--- src/rtl/uart_receiver.sv ---
// uart_receiver: serial-to-parallel UART receive stage.
// Default frame is 8N1 (start 0, eight data bits LSB first, stop 1).
// Define UART_RX_PARITY_EN to receive 8E1 frames. That build adds a PARITY
// state and a parity_err output pulse.
// The byte is handed to the consumer through a valid/ack handshake.
// All outputs are registered.
module uart_receiver #(
  parameter int CLKS_PER_BIT = 4
) (
  input  logic       clk,
  input  logic       reset,
  input  logic       rx,
  output logic [7:0] data,
  output logic       valid,
  input  logic       ack,
  output logic       busy,
  output logic       framing_err,
  output logic       overrun
`ifdef UART_RX_PARITY_EN
  ,
  output logic       parity_err
`endif
);

  localparam int          HALF_BIT  = CLKS_PER_BIT / 2;
  localparam logic [15:0] HALF_LOAD = 16'(HALF_BIT - 1);
  localparam logic [15:0] BIT_LOAD  = 16'(CLKS_PER_BIT - 1);

  typedef enum logic [2:0] {
    IDLE   = 3'd0,
    START  = 3'd1,
    DATA   = 3'd2,
`ifdef UART_RX_PARITY_EN
    PARITY = 3'd3,
`endif
    STOP   = 3'd4,
    BREAK  = 3'd5
  } state_t;

`ifdef UART_RX_PARITY_EN
  // Even parity: the data bits and the parity bit must XOR to 0.
  function automatic logic parity_error(input logic [7:0] d, input logic p);
    return ^{d, p};
  endfunction
`endif

  // Synchroniser and edge-history registers
  logic       rx_meta_r;
  logic       rx_s_r;
  logic       rx_prev_r;

  // FSM and datapath registers
  state_t     state_r;
  logic [15:0] cnt_r;
  logic [2:0] idx_r;
  logic [7:0] shift_r;
  logic [7:0] data_r;
  logic       valid_r;
  logic       busy_r;
  logic       framing_err_r;
  logic       overrun_r;

  // Next-state values computed by the combinational process
  state_t     next_state_s;
  logic [15:0] next_cnt_s;
  logic [2:0] next_idx_s;
  logic [7:0] next_shift_s;
  logic [7:0] next_data_s;
  logic       next_valid_s;
  logic       next_ferr_s;
  logic       next_ovr_s;
  logic       keep_byte_s;
  logic       cnt_zero_s;

`ifdef UART_RX_PARITY_EN
  logic       parity_bad_r;
  logic       parity_err_r;
  logic       next_parity_bad_s;
  logic       next_perr_s;
`endif

  // Two-flop synchroniser on the asynchronous rx pin, plus a one-cycle
  // delayed copy of the synchronised line for start-edge detection.
  always_ff @(posedge clk) begin
    if (reset) begin
      rx_meta_r <= 1'b1;
      rx_s_r    <= 1'b1;
      rx_prev_r <= 1'b1;
    end else begin
      rx_meta_r <= rx;
      rx_s_r    <= rx_meta_r;
      rx_prev_r <= rx_s_r;
    end
  end

  // State register and all registered outputs.
  always_ff @(posedge clk) begin
    if (reset) begin
      state_r       <= IDLE;
      cnt_r         <= 16'd0;
      idx_r         <= 3'd0;
      shift_r       <= 8'd0;
      data_r        <= 8'd0;
      valid_r       <= 1'b0;
      busy_r        <= 1'b0;
      framing_err_r <= 1'b0;
      overrun_r     <= 1'b0;
`ifdef UART_RX_PARITY_EN
      parity_bad_r  <= 1'b0;
      parity_err_r  <= 1'b0;
`endif
    end else begin
      state_r       <= next_state_s;
      cnt_r         <= next_cnt_s;
      idx_r         <= next_idx_s;
      shift_r       <= next_shift_s;
      data_r        <= next_data_s;
      valid_r       <= next_valid_s;
      busy_r        <= (next_state_s != IDLE);
      framing_err_r <= next_ferr_s;
      overrun_r     <= next_ovr_s;
`ifdef UART_RX_PARITY_EN
      parity_bad_r  <= next_parity_bad_s;
      parity_err_r  <= next_perr_s;
`endif
    end
  end

  // Next-state logic: bit timing, data shifting, stop check and handshake.
  always_comb begin
    next_state_s = state_r;
    next_cnt_s   = cnt_r;
    next_idx_s   = idx_r;
    next_shift_s = shift_r;
    next_data_s  = data_r;
    next_ferr_s  = 1'b0;
    next_ovr_s   = 1'b0;
    cnt_zero_s   = (cnt_r == 16'd0);
`ifdef UART_RX_PARITY_EN
    next_parity_bad_s = parity_bad_r;
    next_perr_s       = 1'b0;
    keep_byte_s       = ~parity_bad_r;
`else
    keep_byte_s       = 1'b1;
`endif

    // An ack while a byte is presented retires it. A good stop in the
    // same cycle can override this below.
    if (valid_r && ack) begin
      next_valid_s = 1'b0;
    end else begin
      next_valid_s = valid_r;
    end

    case (state_r)
      IDLE: begin
        if (rx_prev_r && !rx_s_r) begin
          next_state_s = START;
          next_cnt_s   = HALF_LOAD;
        end else begin
          next_state_s = IDLE;
        end
      end

      START: begin
        if (cnt_zero_s) begin
          if (!rx_s_r) begin
            next_state_s = DATA;
            next_cnt_s   = BIT_LOAD;
            next_idx_s   = 3'd0;
          end else begin
            // Line was back high at mid-start: treat the edge as a glitch.
            next_state_s = IDLE;
          end
        end else begin
          next_cnt_s = cnt_r - 16'd1;
        end
      end

      DATA: begin
        if (cnt_zero_s) begin
          next_shift_s = {rx_s_r, shift_r[7:1]};
          next_cnt_s   = BIT_LOAD;
          if (idx_r == 3'd7) begin
`ifdef UART_RX_PARITY_EN
            next_state_s = PARITY;
`else
            next_state_s = STOP;
`endif
          end else begin
            next_idx_s = idx_r + 3'd1;
          end
        end else begin
          next_cnt_s = cnt_r - 16'd1;
        end
      end

`ifdef UART_RX_PARITY_EN
      PARITY: begin
        if (cnt_zero_s) begin
          next_parity_bad_s = parity_error(shift_r, rx_s_r);
          next_perr_s       = parity_error(shift_r, rx_s_r);
          next_state_s      = STOP;
          next_cnt_s        = BIT_LOAD;
        end else begin
          next_cnt_s = cnt_r - 16'd1;
        end
      end
`endif

      STOP: begin
        if (cnt_zero_s) begin
          if (rx_s_r) begin
            // Returning to IDLE at the stop mid-point lets a
            // back-to-back frame's start edge be caught.
            next_state_s = IDLE;
            if (keep_byte_s) begin
              if (!valid_r || ack) begin
                next_data_s  = shift_r;
                next_valid_s = 1'b1;
              end else begin
                next_ovr_s = 1'b1;
              end
            end else begin
              next_data_s = data_r;
            end
          end else begin
            next_ferr_s  = 1'b1;
            next_state_s = BREAK;
          end
        end else begin
          next_cnt_s = cnt_r - 16'd1;
        end
      end

      BREAK: begin
        // Wait out a held-low line so it cannot look like a new start edge.
        if (rx_s_r) begin
          next_state_s = IDLE;
        end else begin
          next_state_s = BREAK;
        end
      end

      default: begin
        next_state_s = IDLE;
      end
    endcase
  end

  assign data        = data_r;
  assign valid       = valid_r;
  assign busy        = busy_r;
  assign framing_err = framing_err_r;
  assign overrun     = overrun_r;
`ifdef UART_RX_PARITY_EN
  assign parity_err  = parity_err_r;
`endif

endmodule

--- config.mk ---
export PLATFORM = sky130hd
export DESIGN_NAME = uart_receiver
export DESIGN_NICKNAME = d
export VERILOG_FILES = /design/src/rtl/uart_receiver.sv
export SDC_FILE = /design/constraint.sdc
export NUM_CORES = 1
export LEC_CHECK = 0
export ABC_AREA = 1
export ABC_CLOCK_PERIOD_IN_PS = 4000
export BUFFER_PORTS_ARGS = -buffer_cell sky130_fd_sc_hd__buf_2
export CAP_MARGIN = 10
export CORE_MARGIN = 2
export CORE_UTILIZATION = 45
export DETAILED_ROUTE_END_ITERATION = 8
export GPL_TIMING_DRIVEN = 0
export SKIP_LAST_GASP = 1
export SYNTH_ARGS = -nofsm -noshare
export SYNTH_HDL_FRONTEND = slang
export SYNTH_SLANG_ARGS = --single-unit
--- constraint.sdc ---
create_clock -name clk -period 4 [get_ports clk]
set_clock_uncertainty 0.05 [all_clocks]
set_input_delay 0.8 -clock clk [delete_from_list [all_inputs] [get_ports clk]]
set_output_delay 0.8 -clock clk [all_outputs]
set_load 0.01 [all_outputs]
==> results_dict.tcl, run 1 <==
set metrics [dict create \
    worstSkewPairLatency_ps 300 \
    library_cell_with_the_largest_summed_area_after_synthesis "sky130_fd_sc_hd__dfxtp_1" \
    antenna_cells_inserted 0 \
    max_cap_viol_count 0 \
    hold_start "rx_meta_r" \
    finish.net_count 357 \
    synth_area_sq_um 2280 \
    numPortBuffers 14 \
    synth_warnings 0 \
    worstRegToRegCells 12 \
    cp_data_required_time_ps 4200 \
    worst_setup_path_end_kind "flop" \
    floorplan.io_pins 16 \
    most_common_cell_after_layout_fill_and_taps_aside "sky130_fd_sc_hd__nand2_1" \
    buffer_levels_on_the_longest_clock_path 2 \
    min_path_cells 1 \
    worstSetupPathType "flop to flop" \
    first_global_vias 1873 \
    layout-drive-gt1-share_pct 13.7 \
    path_common_cell "sky130_fd_sc_hd__nor2_1" \
    fin_setup_tns_ps 0 \
    leak_nw 1.18 \
    drc_errors 0 \
    hold_viol_final 0 \
    max-vdd-ir-drop_mv 0.209 \
    cts_sinks 45 \
    cp_max_fo 7 \
    start_kind "flop" \
    timing.final.max_slew_violations 0 \
    cts_tree "done" \
    grt_start_max_net_pins 17 \
    floorplan.die_area_sq_um 5660 \
    ys_types 32 \
    floorplan.initialDensity_pct 47.4 \
    post_cts_resize_count 0 \
    regToRegStartpoint "cnt_r[0]" \
    reg2reg_setup_slack_ps 2020 \
    drt_pre_antenna_iters 5 \
    grt_antenna_before_repair 0 \
    initialDrtViolationCount 118 \
    outcome "complete, no violations" \
    hold_buf_cts 0 \
    regToRegEndpoint "cnt_r[11]" \
    worst_slew_pin_slew_ps 547 \
    syn-instance-count 328 \
    fp-row-count 25 \
    wl_per_cell_microns 12.2 \
    timing.critical_path.slowest_stage_cell "sky130_fd_sc_hd__dfxtp_1" \
    cts-buffers-inserted 5 \
    crit_path_max_incr_delay_ps 330 \
    post-route-util_pct 52.5 \
    ctsHtreeMaxLevel 2 \
    setup_repair_after_global_routing_missed_its_margin "false" \
    clock_tree.root_cell "sky130_fd_sc_hd__clkbuf_8" \
    synth_sequential_area_ratio_pct 39.5 \
    yosys.area.top_type_share_pct 39.5 \
    synthTopCellsByArea "sky130_fd_sc_hd__dfxtp_1 39%, sky130_fd_sc_hd__nand2_1 10%, sky130_fd_sc_hd__inv_1 7.2%" \
    drt_wl_total_microns 5080 \
    timing.critical_path.arrival_ps 2180 \
    core_sq_um 4820 \
    place_hpwl_microns 3770 \
    finalWorstSetupSlack_ps 2020 \
    synth_nets 336 \
    areaGrowthSynthToFinish_pct 10.9 \
    post_cts.repair.setup_buffers 0 \
    post_drt_via_cell_ratio 5.01 \
    maxSlewHeadroom_pct 63.5 \
    setup_viol_count_final 0 \
    final.min_clock_period_ps 1980 \
    hold_path_end "rx_s_r" \
    total_power_mw 1.04 \
    total_number_of_vias 2089 \
    grt_usage_pct 19.8 \
    fp.dieH_microns 75.2 \
    syn-mean-instance-area_sq_um 6.96 \
    grt_pass1_wl_microns 8510 \
    drt.antenna.violating_nets 0 \
    die_w_microns 75.2 \
    most-common-layout-cells "62 x sky130_fd_sc_hd__nand2_1, 45 x sky130_fd_sc_hd__dfxtp_1, 44 x sky130_fd_sc_hd__inv_1, 43 x sky130_fd_sc_hd__nor2_1, 29 x sky130_fd_sc_hd__a21oi_1" \
    globalRouteOverflowTotal 0 \
    path_clk_slew_ps 90 \
    flop_and_latch_count_out_of_synthesis 45 \
    pwr_density_cell_nw_per_um2 413 \
    fmax_mhz 504 \
    worstHoldPathType "flop to flop" \
    worst_setup_slack_before_clock_tree_synthesis_ps 2030 \
    path_cells "inv_1 -> ha_1 -> nand2_1 -> nor2_1 -> nand2_1 -> nor2_1 -> o21ai_2 -> nand2_4 -> nor2_1 -> nor2_2 -> nand2_1 -> nor2_1" \
    globalplace.congestion 0.858 \
    final.period_utilization_pct 49.6 \
]
-- metal layers --
layer	vias up	GRT usage (%)	share of wire [%]
met1	944	25.9	49
li1	1106	-	-
met4	0	6.43	0.95
met3	4	3.21	3.3
met5	-	0	0
met2	35	33.3	47
-- power by group --
group | total (mW) | internal (mW) | leakage (nW) | switching, mW
Combinational | 0.270 | 0.0790 | 0.774 | 0.191
Clock | 0.295 | 0.126 | 0.0447 | 0.169
Sequential | 0.479 | 0.465 | 0.364 | 0.0144
-- layout make-up --
class | count | area, sq um
Fill cell | 511 | 2290
Multi-Input combinational cell | 228 | 1150
Sequential cell | 45 | 901
Inverter | 47 | 179
Tap cell | 67 | 83.8
Timing Repair Buffer | 14 | 70.1
Clock buffer | 5 | 68.8
Buffer | 8 | 53.8
Clock inverter | 3 | 25.0
-- flip-flops by register name, summed over array words and instances (netlist names) --
register / flops
busy: 1
idx_r: 3
valid: 1
cnt_r: 16
overrun: 1
state_r: 3
rx_s_r: 1
rx_meta_r: 1
shift_r: 8
framing_err: 1
data: 8
rx_prev_r: 1
-- worst max path at each step --
stage,startpoint,end,slack [ps],cells past startpoint
floorplan,ack,data[6],2340,7
global placement,cnt_r[0],cnt_r[5],2050,12
detailed placement,reset,valid,2030,3
CTS,cnt_r[0],cnt_r[11],2010,12
global route,cnt_r[0],cnt_r[8],1790,12
finish,cnt_r[0],cnt_r[11],2020,12
-- synth_stat cells --
master / count
sky130_fd_sc_hd__nand3_2: 2
sky130_fd_sc_hd__ha_1: 4
sky130_fd_sc_hd__nand3_1: 24
sky130_fd_sc_hd__o211ai_1: 1
sky130_fd_sc_hd__nor2_2: 3
sky130_fd_sc_hd__nor4_1: 1
sky130_fd_sc_hd__nor3_1: 4
sky130_fd_sc_hd__nand2_4: 2
sky130_fd_sc_hd__or2_2: 2
sky130_fd_sc_hd__nand2_1: 62
sky130_fd_sc_hd__nor2_1: 43
sky130_fd_sc_hd__inv_4: 1
sky130_fd_sc_hd__buf_2: 1
sky130_fd_sc_hd__nand3b_1: 1
sky130_fd_sc_hd__a21oi_2: 2
sky130_fd_sc_hd__buf_4: 2
sky130_fd_sc_hd__o21ai_0: 26
sky130_fd_sc_hd__buf_6: 2
sky130_fd_sc_hd__o31ai_1: 2
sky130_fd_sc_hd__nand4_1: 8
sky130_fd_sc_hd__clkbuf_1: 3
sky130_fd_sc_hd__a21oi_1: 29
sky130_fd_sc_hd__o211a_1: 1
sky130_fd_sc_hd__o21ai_2: 2
sky130_fd_sc_hd__nand2_2: 2
sky130_fd_sc_hd__inv_1: 44
sky130_fd_sc_hd__nor2_4: 1
sky130_fd_sc_hd__xor2_1: 2
sky130_fd_sc_hd__nor3_4: 2
sky130_fd_sc_hd__inv_2: 2
sky130_fd_sc_hd__o21ai_1: 2
sky130_fd_sc_hd__dfxtp_1: 45
-- cell families after synthesis --
| group | share of synthesized area [%] |
|---|---|
| adders and majority gates | 2.19 |
| DFF | 39.5 |
| and+or+nand+nor | 31.9 |
| buffers and inverters | 10.2 |
| AOI/OAI and AO/OA | 15.5 |
| xor gates and xnor gates | 0.768 |
-- metrics by stage --
stage | instances | hold WS, ps | cell area (sq um)
6_report | 417 | 364 | 2530
5_1_grt | 417 | 380 | 2530
4_1_cts | 417 | 365 | 2530
3_5_place_dp | 409 | 344 | 2440
3_3_place_gp | 409 | 342 | 2440
2_1_floorplan | 328 | 339 | 2280
-- worst max-delay path: cells and delay by family, from the launching register on --
kind / cells / cell delay, ps
simple gates: 9 / 1080
flops: 1 / 330
compound gates: 1 / 170
fa+ha+maj: 1 / 200
buf+inv: 1 / 90
Power figures use the tool's default switching activity.
==> run 2, diff against run 1 <==
- ABC_CLOCK_PERIOD_IN_PS: 4000 -> 1700
- clock period: 4 -> 1.7 ns (I/O delays scaled with it)
==> run 2 against run 1 <==
The run now ends with negative setup slack left. First-iteration DRC count grew 25%. Routed wire length grew 8.4%. Non-clock buffer count grew 15. Via count grew 5.2%. Combinational power grew to 3.0 times the previous value. Fmax grew 16%. Clock-buffer cell count is the same. Register-to-register slack lost 2000 ps. Hold slack lost 190 ps. Cell count grew 3.6%. Sequential share of layout area shrank 3.4 points. Critical endpoint is now cnt_r[5]. Clock power grew 140%.
==> results_dict.tcl, run 2 (synthesis results as in run 1) <==
set metrics [dict create \
    worst_hold_slack_ps 170 \
    pwr_density_cell_nw_per_um2 940 \
    final.period_utilization_pct 101 \
    floorplan.initialDensity_pct 47.4 \
    drt_pre_antenna_iters 4 \
    globalRouteOverflowTotal 0 \
    grt_usage_pct 20.2 \
    cp_max_fo 7 \
    initialDrtViolationCount 148 \
    final.min_clock_period_ps 1720 \
    maxSlewHeadroom_pct 62.3 \
    post_drt_via_cell_ratio 5.09 \
    internal_power_mw 1.68 \
    grtUsageMet2_pct 34.4 \
    finish.net_count 372 \
    max-vdd-ir-drop_mv 0.496 \
    wl_per_cell_microns 12.7 \
    setup_viol_count_final 5 \
    buffer_levels_on_the_longest_clock_path 2 \
    setup_repair_after_global_routing_missed_its_margin "true" \
    timing.final.max_slew_violations 0 \
    p_sw_share_pct 36.8 \
    worstHoldPathType "primary input to flop" \
    layout-drive-gt1-share_pct 26.0 \
    grt.met1_usage_pct 26.2 \
    cts_tree "done" \
    regToRegStartpoint "cnt_r[0]" \
    p_sw_mw 0.977 \
    die_w_microns 75.2 \
    grt_start_max_net_pins 17 \
    violations_in_the_final_reports "negative setup slack" \
    worstSkewPairLatency_ps 300 \
    drt_wl_total_microns 5500 \
    crit_path_max_incr_delay_ps 330 \
    path_cells "inv_2 -> ha_4 -> nand2_2 -> nor2_2 -> nand2_2 -> nor2_4 -> o21ai_4 -> nand2_4 -> inv_6 -> clkbuf_16 -> a21oi_2 -> nor2_1" \
    core_sq_um 4820 \
    largest_register_ffs 16 \
    regToRegEndpoint "cnt_r[5]" \
    worst_setup_path_end_kind "flop" \
    drt.antenna.violating_nets 0 \
    antenna_cells_inserted 0 \
    cts_sinks 45 \
    grtUsageMet3_pct 3.21 \
    path_clk_slew_ps 90 \
    numPortBuffers 14 \
    leak_nw 1.30 \
    worstSetupPathType "flop to flop" \
    most_used_routing_layer_in_global_routing "met2" \
    fmax_mhz 583 \
    seqPwrFrac_pct 42.8 \
    most-common-layout-cells "56 x sky130_fd_sc_hd__nand2_1, 42 x sky130_fd_sc_hd__inv_1, 39 x sky130_fd_sc_hd__dfxtp_1, 33 x sky130_fd_sc_hd__nor2_1, 25 x sky130_fd_sc_hd__a21oi_1" \
    outcome "complete, but fails checks" \
    reg2reg_setup_slack_ps -20 \
    registers.top_by_ff_count "cnt_r" \
    path_common_cell "sky130_fd_sc_hd__nand2_2" \
    worst_slew_pin_slew_ps 566 \
    min_path_cells 2 \
    hold_buf_cts 0 \
    hold_start "rx" \
    finalWorstSetupSlack_ps -15.8 \
    hold_viol_final 0 \
    clock_network_power_share_pct 26.2 \
    fp-row-count 25 \
    worst_setup_slack_before_clock_tree_synthesis_ps -263 \
    clock_tree.root_cell "sky130_fd_sc_hd__clkbuf_8" \
    cts-buffers-inserted 5 \
    max_cap_viol_count 0 \
    floorplan.io_pins 16 \
    first_global_vias 1914 \
    worstRegToRegCells 12 \
    areaGrowthSynthToFinish_pct 23.6 \
    timing.critical_path.slowest_stage_cell "sky130_fd_sc_hd__dfxtp_2" \
    floorplan.die_area_sq_um 5660 \
    grt_antenna_before_repair 0 \
    start_kind "flop" \
    timing.critical_path.arrival_ps 1870 \
    cp_data_required_time_ps 1860 \
    hold_path_end "rx_meta_r" \
    place_hpwl_microns 3770 \
    grt_pass1_wl_microns 8690 \
    total_number_of_vias 2197 \
    most_common_cell_after_layout_fill_and_taps_aside "sky130_fd_sc_hd__nand2_1" \
    fp.dieH_microns 75.2 \
    comb_power_share_pct 31.0 \
    drc_errors 0 \
    ctsHtreeMaxLevel 2 \
    globalplace.congestion 0.858 \
]
==> run 2: worst max path at each step <==
stage / slack, ps / from / depth (start not counted) / end
final: -20 / cnt_r[0] / 12 / cnt_r[5]
after floorplan: 70 / cnt_r[0] / 12 / cnt_r[8]
after global routing: -120 / cnt_r[1] / 10 / cnt_r[4]
after detailed placement: -260 / cnt_r[0] / 12 / cnt_r[11]
after global placement: -250 / cnt_r[0] / 12 / cnt_r[5]
after CTS: 0.5 / cnt_r[1] / 12 / cnt_r[8]
==> run 2: what timing repair did <==
action | in CTS | in global routing
resized for setup | 23 | 29
buffers inserted | 9 | 3
gates cloned | 0 | 3
pin swaps | 12 | 8
endpoints found under the setup margin | 35 | 33
==> run 2: layout make-up <==
cell class	count	area (sq um)
fill	484	2000
multi-input combinational	228	1280
sequential	45	908
timing repair buffer	29	203
inverter	47	184
tap	67	83.8
clock buffer	5	68.8
buffer	8	68.8
clock inverter	3	25.0
==> run 2: worst max-delay path: cells and delay by family (launching register included) <==
family	cells	cell delay, ps
buffers and inverters	3	300
AOI/OAI and AO/OA	2	200
adders and majority gates	1	150
DFF	1	330
and+or+nand+nor	6	590
==> run 2: per-layer routing <==
layer / vias to the layer above / wire length (microns)
met5: - / 0
met4: 0 / 64
met3: 6 / 181
met2: 35 / 2700
met1: 1023 / 2550
li1: 1133 / -
==> run 2: power groups by stage <==
stage / registers [mW] / logic, mW / clock network [mW]
6_report: 1.13 / 0.823 / 0.695
5_1_grt: 1.14 / 0.908 / 0.762
4_1_cts: 1.13 / 0.740 / 0.718
3_5_place_dp: 1.15 / 0.630 / 0
3_3_place_gp: 1.15 / 0.626 / 0
2_1_floorplan: 1.14 / 0.493 / 0
==> run 2: stage by stage <==
step                area [sq um]  std cells  util [%]  power [mW]  setup TNS, ps
floorplan                   2280        328         -        1.64              0
global placement            2440        409      50.6        1.78          -4760
CTS                         2670        426      55.4        2.59              0
detailed placement          2440        409      50.6        1.78          -4730
global route                2820        432      58.6        2.81          -1740
finish                      2820        432      58.6        2.65          -40.7
==> run 3, diff against run 2 <==
- ABC_AREA: 1 -> not set
- BUFFER_PORTS_ARGS: -buffer_cell sky130_fd_sc_hd__buf_2 -> not set
- DONT_BUFFER_PORTS: not set -> 1
==> run 3 against run 2 <==
The flow still finishes with violations (negative setup slack). Sequential power about the same. Register-to-register slack got worse by 640 ps. Via count shrank 19%. Cell count shrank 27%. Critical endpoint is now shift_r[7].
==> results_dict.tcl, run 3 <==
set metrics [dict create \
    drt_pre_antenna_iters 4 \
    leak_nw 1.08 \
    synth_nets 245 \
    numPortBuffers 0 \
    clock_tree.root_cell "sky130_fd_sc_hd__clkbuf_8" \
    floorplan.io_pins 16 \
    worstSkewPairLatency_ps 300 \
    total_power_mw 3.08 \
    fp.dieH_microns 72.1 \
    timing.critical_path.slowest_stage_cell "sky130_fd_sc_hd__or4_4" \
    globalplace.congestion 0.756 \
    finish.net_count 271 \
    library_cell_with_the_largest_summed_area_after_synthesis "sky130_fd_sc_hd__dfxtp_1" \
    ctsHtreeMaxLevel 2 \
    finalWorstSetupSlack_ps -655 \
    path_clk_slew_ps 80 \
    globalRouteOverflowTotal 0 \
    most-common-layout-cells "41 x sky130_fd_sc_hd__dfxtp_1, 20 x sky130_fd_sc_hd__nor2_1, 17 x sky130_fd_sc_hd__nand2_1, 15 x sky130_fd_sc_hd__buf_4, 14 x sky130_fd_sc_hd__a21oi_1" \
    buffer_levels_on_the_longest_clock_path 2 \
    synth_warnings 0 \
    synth.most_common_cell "sky130_fd_sc_hd__dfxtp_1" \
    grt_antenna_before_repair 0 \
    pwr_density_cell_nw_per_um2 1150 \
    max_cap_viol_count 0 \
    timing.final.max_slew_violations 0 \
    hold_viol_final 0 \
    grt_usage_pct 19.7 \
    worst_setup_path_end_kind "flop" \
    fmax_mhz 425 \
    yosys.area.top_type_share_pct 43.2 \
    most_common_cell_after_layout_fill_and_taps_aside "sky130_fd_sc_hd__dfxtp_1" \
    synthTopCellsByArea "sky130_fd_sc_hd__dfxtp_1 43%, sky130_fd_sc_hd__a21oi_1 6.0%, sky130_fd_sc_hd__mux2i_1 4.8%" \
    drt.antenna.violating_nets 0 \
    registers.top_by_ff_count "cnt_r" \
    cell_total_after_placement 289 \
    synth_area_sq_um 2080 \
    total_number_of_vias 1788 \
    syn-instance-count 237 \
    path_cells "inv_2 -> ha_4 -> or4b_4 -> or4_4 -> buf_12 -> nor3_4 -> buf_6 -> nand2_1 -> a21oi_1" \
    timing.critical_path.arrival_ps 2540 \
    first_global_vias 1673 \
    die_w_microns 72.1 \
    areaGrowthSynthToFinish_pct 28.3 \
    worstHoldPathType "primary input to flop" \
    layout-drive-gt1-share_pct 32.2 \
    grt_pass1_wl_microns 7930 \
    post_drt_via_cell_ratio 5.66 \
    violations_in_the_final_reports "negative setup slack" \
    top_ff_cell_synth "sky130_fd_sc_hd__dfxtp_1" \
    wl_per_cell_microns 14.9 \
    floorplan.initialDensity_pct 47.2 \
    ys_types 44 \
    worstSetupPathType "flop to flop" \
    drt_wl_total_microns 4720 \
    worst_slew_pin_slew_ps 495 \
    maxSlewHeadroom_pct 67.0 \
    setup_viol_count_final 41 \
    start_kind "flop" \
    cts_sinks 45 \
    synth_sequential_area_ratio_pct 43.2 \
    antenna_cells_inserted 0 \
    flop_and_latch_count_out_of_synthesis 45 \
    max-vdd-ir-drop_mv 0.799 \
    final_cells 316 \
    initialDrtViolationCount 101 \
    final.period_utilization_pct 139 \
    cts-buffers-inserted 5 \
    fin_setup_tns_ps -22200 \
    largest_register_ffs 16 \
    synth_commonest_cells "45 x sky130_fd_sc_hd__dfxtp_1, 25 x sky130_fd_sc_hd__a21oi_1, 23 x sky130_fd_sc_hd__nand2_1, 23 x sky130_fd_sc_hd__nor2_1, 11 x sky130_fd_sc_hd__or3_1" \
    setup_repair_after_global_routing_missed_its_margin "true" \
    crit_path_max_incr_delay_ps 530 \
    outcome "complete, but fails checks" \
    synth_enable_flop_cells 0 \
    cp_data_required_time_ps 1880 \
    place_hpwl_microns 2990 \
    worst_hold_slack_ps 90.8 \
    final.min_clock_period_ps 2360 \
    cp_max_fo 8 \
    syn-mean-instance-area_sq_um 8.80 \
    core_sq_um 4410 \
    grt_start_max_net_pins 15 \
    floorplan.die_area_sq_um 5190 \
    drc_errors 0 \
    cts_tree "done" \
    fp-row-count 24 \
    synth_async_sr_flop_share_pct 0 \
]
[run 3: cell families (layout without fill, tap and decap cells)]
group | count (synthesis) | count (layout) | share of synthesized area (%)
flops | 45 | 45 | 43.2
mux | 10 | 10 | 4.80
fa+ha+maj | 5 | 5 | 2.88
xor+xnor | 3 | 3 | 1.26
compound gates | 55 | 55 | 17.3
buf+inv | 16 | 43 | 3.78
simple gates | 103 | 103 | 26.7
[run 3: metrics by stage]
| stage | worst slack [ps] | util [%] | instance area, sq um |
|---|---|---|---|
| 2_1_floorplan | -595 | - | 2140 |
| 3_3_place_gp | -817 | 49.9 | 2200 |
| 3_5_place_dp | -803 | 49.9 | 2200 |
| 4_1_cts | -666 | 57.9 | 2560 |
| 5_1_grt | -707 | 60.6 | 2670 |
| 6_report | -655 | 60.6 | 2670 |
[run 3: layout make-up]
| cell class | count | area (sq um) |
|---|---|---|
| Fill cell | 393 | 1740 |
| Multi-Input combinational cell | 176 | 1310 |
| Sequential cell | 45 | 906 |
| Timing Repair Buffer | 21 | 189 |
| Clock buffer | 6 | 82.6 |
| Buffer | 11 | 71.3 |
| Tap cell | 52 | 65.1 |
| Clock inverter | 2 | 37.5 |
| Inverter | 3 | 11.3 |
[run 3: what timing repair did]
item / CTS / global route
pin swaps: 29 / 8
hold endpoints to repair: 0 / 0
endpoints found under the setup margin: 42 / 42
resized for setup: 31 / 26
setup buffers: 13 / 6
hold buffers: 0 / 0
cloned: 2 / 1
[run 3: worst max-delay path, delay by kind of cell, from the launching register on]
family                   cells  cell delay, ps
AND/OR/NAND/NOR              4            1190
flip-flops                   1             330
buffers and inverters        3             450
AO/OA/AOI/OAI                1             140
adder cells (fa/ha/maj)      1             130
[run 3: power breakdown]
part           total, mW  internal (mW)  switching [mW]
sequential          1.16           1.11          0.0484
clock              0.843          0.478           0.365
combinational       1.08          0.528           0.554
total               3.08           2.12           0.968
[run 3: metal layers]
| layer | up-vias | part of all wire, % | wire length, microns | GRT usage, % |
|---|---|---|---|---|
| met5 | - | 0 | 0 | 0 |
| met4 | 0 | 1.1 | 50 | 5.03 |
| met3 | 6 | 4.3 | 204 | 5.42 |
| met2 | 31 | 50 | 2370 | 33.6 |
| met1 | 856 | 44 | 2100 | 24.5 |
| li1 | 895 | - | - | - |
[run 3: path summary, 6_finish.rpt]
kind | startpoint | to | slack [ps] | cells past startpoint
hold reg to reg | rx_meta_r | rx_s_r | 370 | 1
hold / removal | rx | rx_meta_r | 90 | 1
setup / recovery | cnt_r[1] | shift_r[7] | -660 | 9
setup reg to reg | cnt_r[1] | shift_r[7] | -660 | 9
